[config.mk]
export PLATFORM = sky130hd
export DESIGN_NAME = tx_frame_sequencer
export DESIGN_NICKNAME = d
export VERILOG_FILES = /design/src/rtl/tx_frame_sequencer.sv
export SDC_FILE = /design/constraint.sdc
export NUM_CORES = 1
export LEC_CHECK = 0
export ABC_AREA = 1
export CAP_MARGIN = 20
export CELL_PAD_IN_SITES_DETAIL_PLACEMENT = 0
export CELL_PAD_IN_SITES_GLOBAL_PLACEMENT = 1
export CORE_AREA = 2 2 93 95
export CTS_CLUSTER_DIAMETER = 60
export DETAILED_ROUTE_END_ITERATION = 7
export DIE_AREA = 0 0 95 97
export PLACE_DENSITY_LB_ADDON = 0.12
export SLEW_MARGIN = 20
export SYNTH_ARGS = -nofsm -noshare
export SYNTH_HDL_FRONTEND = slang
export SYNTH_SLANG_ARGS = --single-unit
[constraint.sdc]
create_clock -name Clk -period 2.3 [get_ports Clk]
set_clock_uncertainty 0.15 [all_clocks]
set_input_delay 0.46 -clock Clk [delete_from_list [all_inputs] [get_ports Clk]]
set_output_delay 0.46 -clock Clk [all_outputs]
set_load 0.01 [all_outputs]
[src/rtl/tx_frame_sequencer.sv]
// -----------------------------------------------------------------------------
// tx_frame_sequencer
//
// Sits in front of the scrambler + rate-1/2 convolutional encoder transmitter.
// Two requesters compete for the transmitter. The winner is chosen round-robin
// on a tie. The winner's scrambler seed and pad length are handed to the
// transmitter with a one-cycle load pulse. The sequencer then streams the
// winner's frame bits serially, followed by the encoder flush zeros (tail) and
// the pad zeros. Only one frame is in flight at a time.
//
// Ports
//   Clk, reset            clock (rising edge) and synchronous active-high reset
//   req[1:0]              level requests, sampled only while idle
//   len0/1, seed0/1,      per-requester frame length (bits), scrambler seed,
//   pad0/1                pad length; captured at grant time
//   bit_in0/1             current frame bit of each requester
//   bit_rd[1:0]           one-hot pull strobe; a bit is consumed at the edge
//                         that ends a cycle in which its strobe is high
//   gnt[1:0]              one-hot grant, held for the whole frame
//   tx_load               one-cycle pulse: transmitter latches tx_seed/tx_pad_len
//   tx_seed, tx_pad_len   seed and pad length of the granted requester
//   tx_data/_valid/_tail  registered serial stream to the transmitter
//   busy                  high whenever a frame is being handled
//   done[1:0]             one-cycle completion pulse for the granted requester
// -----------------------------------------------------------------------------
module tx_frame_sequencer #(
    parameter int LEN_W     = 12,
    parameter int PAD_W     = 8,
    parameter int TAIL_BITS = 6
) (
    input  logic             Clk,
    input  logic             reset,
    input  logic [1:0]       req,
    input  logic [LEN_W-1:0] len0,
    input  logic [LEN_W-1:0] len1,
    input  logic [6:0]       seed0,
    input  logic [6:0]       seed1,
    input  logic [PAD_W-1:0] pad0,
    input  logic [PAD_W-1:0] pad1,
    input  logic             bit_in0,
    input  logic             bit_in1,
    output logic [1:0]       bit_rd,
    output logic [1:0]       gnt,
    output logic             tx_load,
    output logic [6:0]       tx_seed,
    output logic [PAD_W-1:0] tx_pad_len,
    output logic             tx_data,
    output logic             tx_data_valid,
    output logic             tx_tail,
    output logic             busy,
    output logic [1:0]       done
);

    typedef enum logic [2:0] {
        S_IDLE,
        S_LOAD,
        S_DATA,
        S_TAIL,
        S_PAD,
        S_DONE
    } state_t;

    state_t           state_reg;
    state_t           state_next;
    logic [LEN_W-1:0] cnt_reg;     // shared down-counter: len, then tail, then pad
    logic             ptr_reg;     // requester favoured on the next tie
    logic             win;         // requester that wins arbitration this cycle
    logic             cnt_last;

    // Sole requester wins outright; on a tie the pointer decides.
    always_comb begin
        case (req)
            2'b01:   win = 1'b0;
            2'b10:   win = 1'b1;
            default: win = ptr_reg;
        endcase
    end

    assign cnt_last = (cnt_reg == LEN_W'(1));

    // ---------------------------------------------------------------- state
    always_ff @(posedge Clk) begin
        if (reset) begin
            state_reg <= S_IDLE;
        end else begin
            state_reg <= state_next;
        end
    end

    // ----------------------------------------------------------- next state
    always_comb begin
        state_next = state_reg;
        case (state_reg)
            S_IDLE: if (req != 2'b00) state_next = S_LOAD;
            // The counter already holds the granted length here; zero skips DATA.
            S_LOAD: state_next = (cnt_reg == '0) ? S_TAIL : S_DATA;
            S_DATA: if (cnt_last) state_next = S_TAIL;
            S_TAIL: if (cnt_last) state_next = (tx_pad_len != '0) ? S_PAD : S_DONE;
            S_PAD:  if (cnt_last) state_next = S_DONE;
            S_DONE: state_next = S_IDLE;
            default: state_next = S_IDLE;
        endcase
    end

    // --------------------------------------------------------------- outputs
    always_comb begin
        bit_rd  = 2'b00;
        done    = 2'b00;
        tx_load = 1'b0;
        busy    = 1'b1;
        case (state_reg)
            S_IDLE: busy    = 1'b0;
            S_LOAD: tx_load = 1'b1;
            S_DATA: bit_rd  = gnt;
            S_DONE: done    = gnt;
            default: ;
        endcase
    end

    // -------------------------------------------------------------- datapath
    always_ff @(posedge Clk) begin
        if (reset) begin
            cnt_reg       <= '0;
            ptr_reg       <= 1'b0;
            gnt           <= 2'b00;
            tx_seed       <= '0;
            tx_pad_len    <= '0;
            tx_data       <= 1'b0;
            tx_data_valid <= 1'b0;
            tx_tail       <= 1'b0;
        end else begin
            case (state_reg)
                S_IDLE: begin
                    if (req != 2'b00) begin
                        gnt        <= win ? 2'b10 : 2'b01;
                        ptr_reg    <= ~win;
                        cnt_reg    <= win ? len1  : len0;
                        tx_seed    <= win ? seed1 : seed0;
                        tx_pad_len <= win ? pad1  : pad0;
                    end
                end
                S_LOAD: begin
                    if (cnt_reg == '0) begin
                        cnt_reg <= LEN_W'(TAIL_BITS);
                    end
                end
                S_DATA: begin
                    tx_data       <= gnt[1] ? bit_in1 : bit_in0;
                    tx_data_valid <= 1'b1;
                    tx_tail       <= 1'b0;
                    cnt_reg       <= cnt_last ? LEN_W'(TAIL_BITS) : cnt_reg - 1'b1;
                end
                S_TAIL: begin
                    tx_data       <= 1'b0;
                    tx_data_valid <= 1'b1;
                    tx_tail       <= 1'b1;
                    cnt_reg       <= cnt_last ? LEN_W'(tx_pad_len) : cnt_reg - 1'b1;
                end
                S_PAD: begin
                    tx_data       <= 1'b0;
                    tx_data_valid <= 1'b1;
                    tx_tail       <= 1'b0;
                    cnt_reg       <= cnt_reg - 1'b1;
                end
                S_DONE: begin
                    tx_data       <= 1'b0;
                    tx_data_valid <= 1'b0;
                    tx_tail       <= 1'b0;
                    gnt           <= 2'b00;
                end
                default: ;
            endcase
        end
    end

endmodule

==> key figures, run 1 <==
Logic synthesis
  • Synth Register Bits: 36
  • Count leader, synth: nand2_1
  • Top FF cell, synth: dfxtp_1
  • Post-Syn Area: 2477 sq um
  • Number of synthesized flops with an enable pin: 0
  • Ys Warns: 0
  • Seq/Total Area, Yosys: 29.09%
  • Mapped Cells: 394
  • Dominant cells by area after synthesis: dfxtp_1 (29%), nand2_1 (21%), nand3_1 (8.3%)
  • Syn nets: between 400 and 500
  • Top cells by count, synth: nand2_1 (137), inv_1 (44), nand3_1 (41), dfxtp_1 (36), nor2_1 (29)
  • Synth unique cells: 40
  • Top-area cell type share of the netlist area: 29.09%
  • Avg Inst Size Synth: 6.288 sq um
  • Async SR Flop Fraction: 0%
  • Synth area leader: dfxtp_1

Die
  • Ports: 86
  • Die ar.: 9215 sq um
  • Chip height: 97 um
  • Die span in x: about 95 um
  • Initial Utilization: 30.46%
  • Row cnt: 33
  • Std-Cell Core Area: 8134 sq um

Global route
  • First-pass GRT wire length: 12340 um
  • Largest net degree at the start of global routing: 31
  • Initial antenna violation count: 0
  • GRT Total Usage: ~17%
  • Global route total overflow: 0
  • Number of global-route vias before repair: 2613

Timing
  • Slew of the pin with the lowest slew margin: 541.6 ps
  • Setup tns final: 0 ps
  • Relative max-transition margin: a little under two thirds
  • Fin crit share: 95.19%
  • Hold WS: 317.9 ps
  • Maximum clock rate: 456.8 MHz
  • Final WS setup: 110.6 ps
  • Fin. Hold Viols: 0
  • Final setup viols: 0
  • Slew Viols, Final: 0
  • RSZ-0062 raised after global routing: no
  • Tmin final: 2189 ps

Worst setup path
  • Crit path max-delay family: buffers and inverters
  • Worst Setup Start Kind: register
  • Worst Path Arrival: ~1600 ps
  • Critical path buffers and inverters: 3
  • Kind of critical path: reg -> out
  • Crit Path Max Fanout: 6
  • Slowest cell on crit path: clkdlybuf4s50_1
  • Crit. End Element: output port
  • CP Data Required Time: 1690 ps
  • Worst path max stage delay: around 560 ps
  • Crit-path cells: inv_1 -> buf_4 -> nor3_4 -> clkdlybuf4s50_1

Clock network
  • CTS Hold Buffers Added: 0
  • Worst-path clk slew: 70 ps
  • Clock Path Buffers: 2
  • Clk Latency, worst-skew pair: between 200 and 300 ps
  • Num CTS Buffers: 5
  • Clk root buf: clkbuf_8
  • Clock Sinks: 36
  • CTS tree: built
  • H-Tree Depth: 2

Finish
  • Final #Nets: 555
  • Register area: 721.9 sq um
  • Multi-input gate area: 1511 sq um
  • # diodes: 0
  • Share of cells above drive strength 1: around a tenth
  • Max FFs per register: 12
  • Area Growth Syn to Fin: 47.32%
  • Fill count: 878

Power and ir drop
  • Worst vdd ir: between 0.5 and 0.6 mV
  • Pwr per Cell Area: 1327 nW/um^2
  • P_leak: about 1.7 nW
  • Power, Total: 4.843 mW

Placed design
  • Final HPWL DP: around 5800 um
  • # port buffers: 85
  • Placer congestion estimate: around 0.83
  • Setup Slack @ Placement: -114.6 ps

Drt
  • Vias per cell: 4.494
  • Vias after detailed routing: between 2000 and 3000
  • Antenna viol nets, final: 0
  • Remaining DRCs: 0
  • Drt wl/cell: between 10 and 15 um
  • DRT Pass-1 Iters: 4
  • Initial DRC count: 78
  • Final wirelength: 7447 um

Status
  • Outcome: complete, no violations

Worst hold path
  • Min-Delay Path Class: reg -> reg

Flow run
  • Max-cap check violation count: 0
-- kinds of logic (layout without fill, tap and decap cells) --
| logic type | count (synthesis) | count (layout) | share of synthesized area [%] |
|---|---|---|---|
| fa+ha+maj | 5 | 5 | 2.525 |
| xor+xnor | 4 | 4 | 1.414 |
| simple gates | 234 | 234 | 42.93 |
| compound gates | 53 | 53 | 13.84 |
| buf+inv | 62 | 158 | 10.20 |
| flops | 36 | 36 | 29.09 |
-- timing repair --
action,CTS,global route
gates resized for setup,2,5
pin swaps,1,1
setup endpoints to repair,2,5
setup buffers,1,0
-- tightest hold or removal path, stage by stage (launching register included) --
cell	delay [ps]
dfxtp_1	320
nand2_1	60
a21oi_1	50
-- where the power goes --
part / switching, mW / total (mW) / leakage, nW / internal, mW
clock network: 0.229 / 0.436 / 0.0410 / 0.206
registers: 0.260 / 1.15 / 0.298 / 0.891
logic: 1.89 / 3.26 / 1.38 / 1.36
total: 2.38 / 4.84 / 1.72 / 2.46
-- layer usage --
metal | share of wire [%] | GRT usage [%] | vias up
li1 | - | - | 1451
met1 | 48 | 22.20 | 1135
met2 | 43 | 25.97 | 77
met3 | 8.0 | 5.218 | 11
met4 | 1.3 | 4.348 | 0
met5 | 0 | 0 | -
-- worst paths after layout --
check	startpoint	endpoint	slack, ps	cells after the start
setup / recovery	state_reg[0]$_SDFFE_PP0P_	tx_load	110	4
hold / removal	tx_tail$_SDFFE_PP0P_	tx_tail$_SDFFE_PP0P_	320	2
setup reg to reg	cnt_reg[0]$_SDFFE_PP0P_	cnt_reg[7]$_SDFFE_PP0P_	440	10
hold reg to reg	tx_tail$_SDFFE_PP0P_	tx_tail$_SDFFE_PP0P_	320	2
-- area by class of cell --
type / instances / share of cell area [%]
multi-input cells: 296 / 41.41
repair buffers: 101 / 27.67
flip-flops and latches: 36 / 19.78
inverters: 50 / 5.417
well taps: 105 / 3.600
clock buffers: 6 / 1.988
clock inverters: 1 / 0.1371
-- placed cells by master, fill, tap and decap left out, drive strengths merged --
cell | synthesis | final
clkdlybuf4s50 | 0 | 81
dlymetal6s2s | 0 | 4
nor4 | 2 | 2
nand4 | 1 | 1
o21ai | 9 | 9
nand3b | 1 | 1
o31a | 1 | 1
nand2 | 141 | 141
dfxtp | 36 | 36
nand3 | 43 | 43
o211ai | 16 | 16
o21a | 1 | 1
a211oi | 1 | 1
clkinv | 1 | 2
or2 | 1 | 1
a21oi | 24 | 24
nor3 | 5 | 5
xor2 | 2 | 2
xnor2 | 2 | 2
ha | 5 | 5
nor2 | 40 | 40
a22oi | 1 | 1
clkbuf | 5 | 6
inv | 49 | 49
buf | 7 | 16
-- metrics by stage --
step	instances	util (%)	area (sq um)
global placement	587	43.58	3545
CTS	595	44.70	3636
global route	595	44.87	3650
finish	595	44.87	3650
floorplan	394	-	2477
detailed placement	587	43.58	3545
Note: power is estimated with default switching activity, not from simulation.
==> run 2, diff against run 1 <==
Settings changed: CORE_AREA 2 2 93 95 to 2 2 76 115, DIE_AREA 0 0 95 97 to 0 0 78 117, GPL_TIMING_DRIVEN set to 0, TNS_END_PERCENT set to 5.
==> run 2 against run 1 <==
Net effect: via count grew 1.7%; sequential share of layout area grew 0.27 points; die area shrank 0.97%; non-clock buffer count shrank 4.
==> key figures, run 2 (same netlist as run 1, synthesis figures left out) <==
Global route
  • First-pass GRT wire length: 12870 um
  • Largest net degree at the start of global routing: 11
  • Initial antenna violation count: 0
  • Global route total overflow: 0
  • Number of global-route vias before repair: 2698
  • GRT Total Usage: 18.27%

Clock network
  • CTS tree: built
  • Clock Sinks: 36
  • Worst-path clk slew: 60 ps
  • H-Tree Depth: 2
  • CTS Hold Buffers Added: 0
  • Num CTS Buffers: 5
  • Clk Latency, worst-skew pair: 280 ps
  • Clock Path Buffers: 2
  • Clk root buf: clkbuf_16

Power and ir drop
  • Comb pwr share: a little under two thirds
  • Int Power: roughly 2.6 mW
  • Switching Share: 48.84%
  • Worst vdd ir: 0.6038 mV
  • Net Switching: 2.464 mW
  • Pwr per Cell Area: 1387 nW/um^2
  • P_leak: 1.668 nW
  • Seq pwr share: 23.5%
  • Clock Power Share: between 10% and 20%

Worst setup path
  • Crit-path cells: inv_2 -> nor3_4 -> clkdlybuf4s50_1
  • Crit Path Max Fanout: 7
  • Worst Path Arrival: approximately 1600 ps
  • Worst r2r src: cnt_reg[0]$_SDFFE_PP0P_
  • Slowest cell on crit path: clkdlybuf4s50_1
  • CP Data Required Time: ~1700 ps
  • R2R cell count: 10
  • Crit. End Element: output port
  • Worst path max stage delay: 600 ps
  • Crit path capture: tx_load
  • Flop2flop setup slack: ~410 ps
  • Worst Setup Start Kind: register
  • Kind of critical path: reg -> out
  • Reg-to-reg endpoint: cnt_reg[0]$_SDFFE_PP0P_
  • Worst setup startpoint: state_reg[0]$_SDFFE_PP0P_

Timing
  • Tmin final: 2220 ps
  • RSZ-0062 raised after global routing: yes
  • Fin crit share: 96.54%
  • Hold WS: 312.6 ps
  • Maximum clock rate: 450.4 MHz
  • Final setup viols: 0
  • Slew Viols, Final: 0
  • Relative max-transition margin: about three fifths
  • Fin. Hold Viols: 0
  • Slew of the pin with the lowest slew margin: 609.8 ps

Die
  • Std-Cell Core Area: 8208 sq um
  • Die ar.: 9126 sq um
  • Chip height: between 100 and 150 um
  • Initial Utilization: 30.18%
  • Row cnt: 41
  • Ports: 86
  • Die span in x: approximately 78 um

Finish
  • Fill count: 919
  • Max FFs per register: 12
  • Commonest non-fill, non-tap cell in the layout: nand2_1
  • Area Growth Syn to Fin: 46.82%
  • Register area: 729.5 sq um
  • Share of cells above drive strength 1: 10.49%
  • Most frequent cells in the layout: nand2_1 (135), clkdlybuf4s50_1 (81), inv_1 (43)
  • # diodes: 0
  • Cell Count, Final, Fillers Out: slightly below 600
  • Final core occ: ~44%
  • Multi-input gate area: 1518 sq um
  • Final #Nets: 551

Placed design
  • # port buffers: 85
  • Final HPWL DP: 6432 um
  • Placer congestion estimate: 0.8000
  • Cell count after placement: between 500 and 600

Drt
  • Vias per cell: between 4 and 5
  • Drt wl/cell: 13.44 um
  • Final wirelength: 7969 um
  • Remaining DRCs: 0
  • Antenna viol nets, final: 0
  • Vias after detailed routing: around 2700
  • Initial DRC count: between 100 and 150
  • DRT Pass-1 Iters: 5

Status
  • Outcome: complete, no violations

Flow run
  • Max-cap check violation count: 0

Worst hold path
  • Min-Delay Path Class: reg -> reg
## run 2: cell count changes in the layout (fill, tap and decap cells not counted), sizes merged
cell / delta
buf: -9
clkinv: -1
dlymetal6s2s: -3
clkbuf: +5
dlygate4sd2: +3
inv: +1
## run 2: stage by stage
step / setup slack, ps / total power [mW] / instance area, sq um / TNS [ps]
2_1_floorplan: 406.2 / 3.327 / 2477 / 0
3_3_place_gp: -522.4 / 4.359 / 3462 / -11040
3_5_place_dp: -539.7 / 4.380 / 3462 / -11620
4_1_cts: -24.75 / 5.095 / 3617 / -51.27
5_1_grt: -5.270 / 5.556 / 3637 / -5.270
6_report: 79.55 / 5.045 / 3637 / 0
## run 2: area by class of cell
type	count	area share, %
multi-input combinational	296	41.73
timing repair buffer	85	23.36
sequential	36	20.06
inverter	50	5.504
tap	107	3.681
clock buffer	6	3.543
buffer	12	1.995
clock inverter	1	0.1376
## run 2: power groups by stage
stage / Sequential (mW) / Clock, mW / Combinational (mW)
floorplan: 1.18 / 0 / 2.15
global placement: 1.18 / 0 / 3.18
detailed placement: 1.18 / 0 / 3.20
CTS: 1.19 / 0.676 / 3.23
global route: 1.23 / 0.698 / 3.63
finish: 1.19 / 0.654 / 3.21
## run 2: timing repair
action,in CTS,in global routing
buffers inserted,0,0
pin swaps,0,0
gates resized for setup,16,11
setup endpoints to repair,29,26
## run 2: worst min-delay path by stage
stage	from	end	cells after the start
finish	tx_data$_SDFFE_PP0P_	tx_data$_SDFFE_PP0P_	2
global route	tx_tail$_SDFFE_PP0P_	tx_tail$_SDFFE_PP0P_	2
CTS	tx_data$_SDFFE_PP0P_	tx_data$_SDFFE_PP0P_	2
detailed placement	tx_data$_SDFFE_PP0P_	tx_data$_SDFFE_PP0P_	2
global placement	tx_data$_SDFFE_PP0P_	tx_data$_SDFFE_PP0P_	2
floorplan	ptr_reg$_SDFFE_PP0P_	ptr_reg$_SDFFE_PP0P_	2
## run 2: critical path: cells and delay by family (launching register included)
family	cells	cell delay [ps]
buf+inv	2	710
flops	1	360
simple gates	1	260
## run 2: metal layers
| layer | track usage [%] | vias up | share of wire, % |
|---|---|---|---|
| met4 | 7.602 | 0 | 2.5 |
| li1 | - | 1449 | - |
| met3 | 3.067 | 11 | 3.5 |
| met1 | 19.45 | 1202 | 40 |
| met5 | 0 | - | 0 |
| met2 | 35.34 | 58 | 54 |
==> run 3, diff against run 2 <==
Settings changed: CORE_AREA 2 2 76 115 to 5 5 79 118, DIE_AREA 0 0 78 117 to 0 0 84 123.
==> run 3 against run 2 <==
Net effect: cell count up 0.34%; sequential power hardly changed; flip-flop and latch count unchanged; non-clock buffer count increased by 2; worst setup slack got worse by 11 ps; clock power is 0.6% higher; first-iteration DRC count shrank 36%; sequential share of layout area shrank 0.11 points; worst hold slack gained 0.90 ps; register-to-register slack got worse by 30 ps; via count grew 1.7%; global-route usage is 1.5 points lower.
==> key figures, run 3 (same netlist as run 1, synthesis figures left out) <==
Die
  • Die ar.: 10330 sq um
  • Initial Utilization: a little under a third
  • Die span in x: 84 um
  • Ports: 86
  • Chip height: 123 um
  • Std-Cell Core Area: 8208 sq um
  • Row cnt: 41

Worst setup path
  • Crit. End Element: output port
  • Slowest cell on crit path: clkdlybuf4s50_1
  • Crit Path Max Fanout: 5
  • Worst Setup Start Kind: register
  • R2R cell count: 10
  • CP Data Required Time: approximately 1700 ps
  • Critical path buffers and inverters: 2
  • Worst Path Arrival: 1620 ps
  • Worst r2r src: cnt_reg[0]$_SDFFE_PP0P_
  • Flop2flop setup slack: between 300 and 400 ps
  • Crit-path cells: inv_2 -> nor2_4 -> nand2_2 -> nor2_1 -> clkdlybuf4s50_1
  • Crit path max-delay family: buffers and inverters
  • Kind of critical path: reg -> out
  • Worst path max stage delay: ~540 ps
  • Reg-to-reg endpoint: cnt_reg[7]$_SDFFE_PP0P_

Clock network
  • Num CTS Buffers: 5
  • Worst-path clk slew: 60 ps
  • Clock Path Buffers: 2
  • Clk root buf: clkbuf_16
  • CTS Hold Buffers Added: 0
  • Clock Sinks: 36
  • Clk Latency, worst-skew pair: 280 ps
  • CTS tree: built
  • H-Tree Depth: 2

Worst hold path
  • Hold Crit Start: tx_data$_SDFFE_PP0P_
  • Worst Hold End: tx_data$_SDFFE_PP0P_
  • Hold path depth: 2
  • Min-Delay Path Class: reg -> reg

Placed design
  • # port buffers: 85
  • Final HPWL DP: 6725 um
  • Placer congestion estimate: around 0.80
  • Dpl cell area: between 3000 and 4000 sq um

Timing
  • Final setup viols: 0
  • Relative max-transition margin: between 50% and 60%
  • Maximum clock rate: 448.2 MHz
  • Tmin final: 2231 ps
  • Fin. Hold Viols: 0
  • Slew of the pin with the lowest slew margin: roughly 650 ps
  • Fin crit share: 97.01%
  • RSZ-0062 raised after global routing: yes
  • Slew Viols, Final: 0

Power and ir drop
  • P_leak: 1.675 nW
  • Worst vdd ir: 0.5291 mV
  • Power, Total: 5.095 mW
  • Pwr per Cell Area: 1393 nW/um^2

Finish
  • Area Growth Syn to Fin: 47.63%
  • Final #Nets: 553
  • # diodes: 0
  • Design Area, Final: 3657 sq um
  • Max FFs per register: 12
  • Share of cells above drive strength 1: 10.66%
  • Commonest non-fill, non-tap cell in the layout: nand2_1
  • Most frequent cells in the layout: nand2_1 (135), clkdlybuf4s50_1 (82), inv_1 (43)

Drt
  • Vias after detailed routing: 2765
  • Initial DRC count: 86
  • Metal2 WL: 4515 um
  • Drt wl/cell: 14.06 um
  • DRT met1 WL: 3203 um
  • Met3 wire len: between 300 and 400 um
  • Top routing layer used: met4
  • Antenna viol nets, final: 0
  • DRT Pass-1 Iters: 4
  • Remaining DRCs: 0
  • Final wirelength: ~8400 um
  • Vias per cell: 4.647

Status
  • Outcome: complete, no violations

Global route
  • Number of global-route vias before repair: 2849
  • First-pass GRT wire length: 13610 um
  • Initial antenna violation count: 0
  • Global route total overflow: 0
  • GRT Total Usage: 16.74%
  • Largest net degree at the start of global routing: 11

Flow run
  • Max-cap check violation count: 0
run 3: cell types whose count changed in the layout (fill, tap and decap cells not counted), sizes merged:
cell / delta
dlygate4sd2: -1
clkdlybuf4s50: +1
buf: +2
run 3: worst reg2reg max path: stages (launching register included):
cell	delay, ps
dfxtp_1	440
inv_1	150
ha_1	220
inv_1	50
nor3_1	40
nand2_1	150
nand2_1	90
nand2_2	150
buf_4	220
nand2_1	80
a21oi_2	120
run 3: worst max-delay path by stage:
stage,startpoint,endpoint,slack (ps),cells after the start
after global routing,req[1],gnt[1]$_SDFFE_PP0P_,-10,10
after floorplan,req[0],cnt_reg[1]$_SDFFE_PP0P_,410,11
final,state_reg[1]$_SDFFE_PP0P_,bit_rd[1],70,5
after detailed placement,req[0],cnt_reg[1]$_SDFFE_PP0P_,-540,12
after CTS,state_reg[1]$_SDFFE_PP0P_,bit_rd[0],-30,5
after global placement,req[0],cnt_reg[1]$_SDFFE_PP0P_,-520,12
run 3: layout make-up:
cell class              instances  area [sq um]
fillers                       932          4551
multi-input cells             296          1514
repair buffers                 87         865.8
flip-flops and latches         36         729.5
inverters                      50         200.2
well taps                     107         133.9
clock buffers                   6         128.9
plain buffers                  12         80.08
clock inverters                 1         5.005
run 3: where the power goes:
part           internal, mW  switching, mW  leakage, nW
combinational          1.31           1.94         1.31
clock                 0.394          0.264       0.0667
sequential            0.903          0.284        0.299
run 3: repair_timing:
action	in CTS	in global routing
setup buffers	0	2
gates resized for setup	15	12
setup endpoints to repair	30	31
pin swaps	0	1
run 3: routing by layer:
layer | track usage [%] | vias to the layer above
met5 | 0 | -
met4 | 7.143 | 0
met3 | 3.667 | 13
met2 | 31.72 | 61
met1 | 17.71 | 1245
li1 | - | 1446
run 3: metrics by stage:
step	hold slack (ps)	utilization, %	instances	setup slack [ps]	TNS [ps]
after floorplan	288.6	-	394	406.2	0
after global placement	303.1	42.18	586	-517.7	-11140
after detailed placement	311.7	42.18	586	-541.3	-11840
after CTS	319.8	44.09	593	-34.08	-87.30
after global routing	334.9	44.56	595	-12.52	-21.98
final	313.5	44.56	595	68.73	0
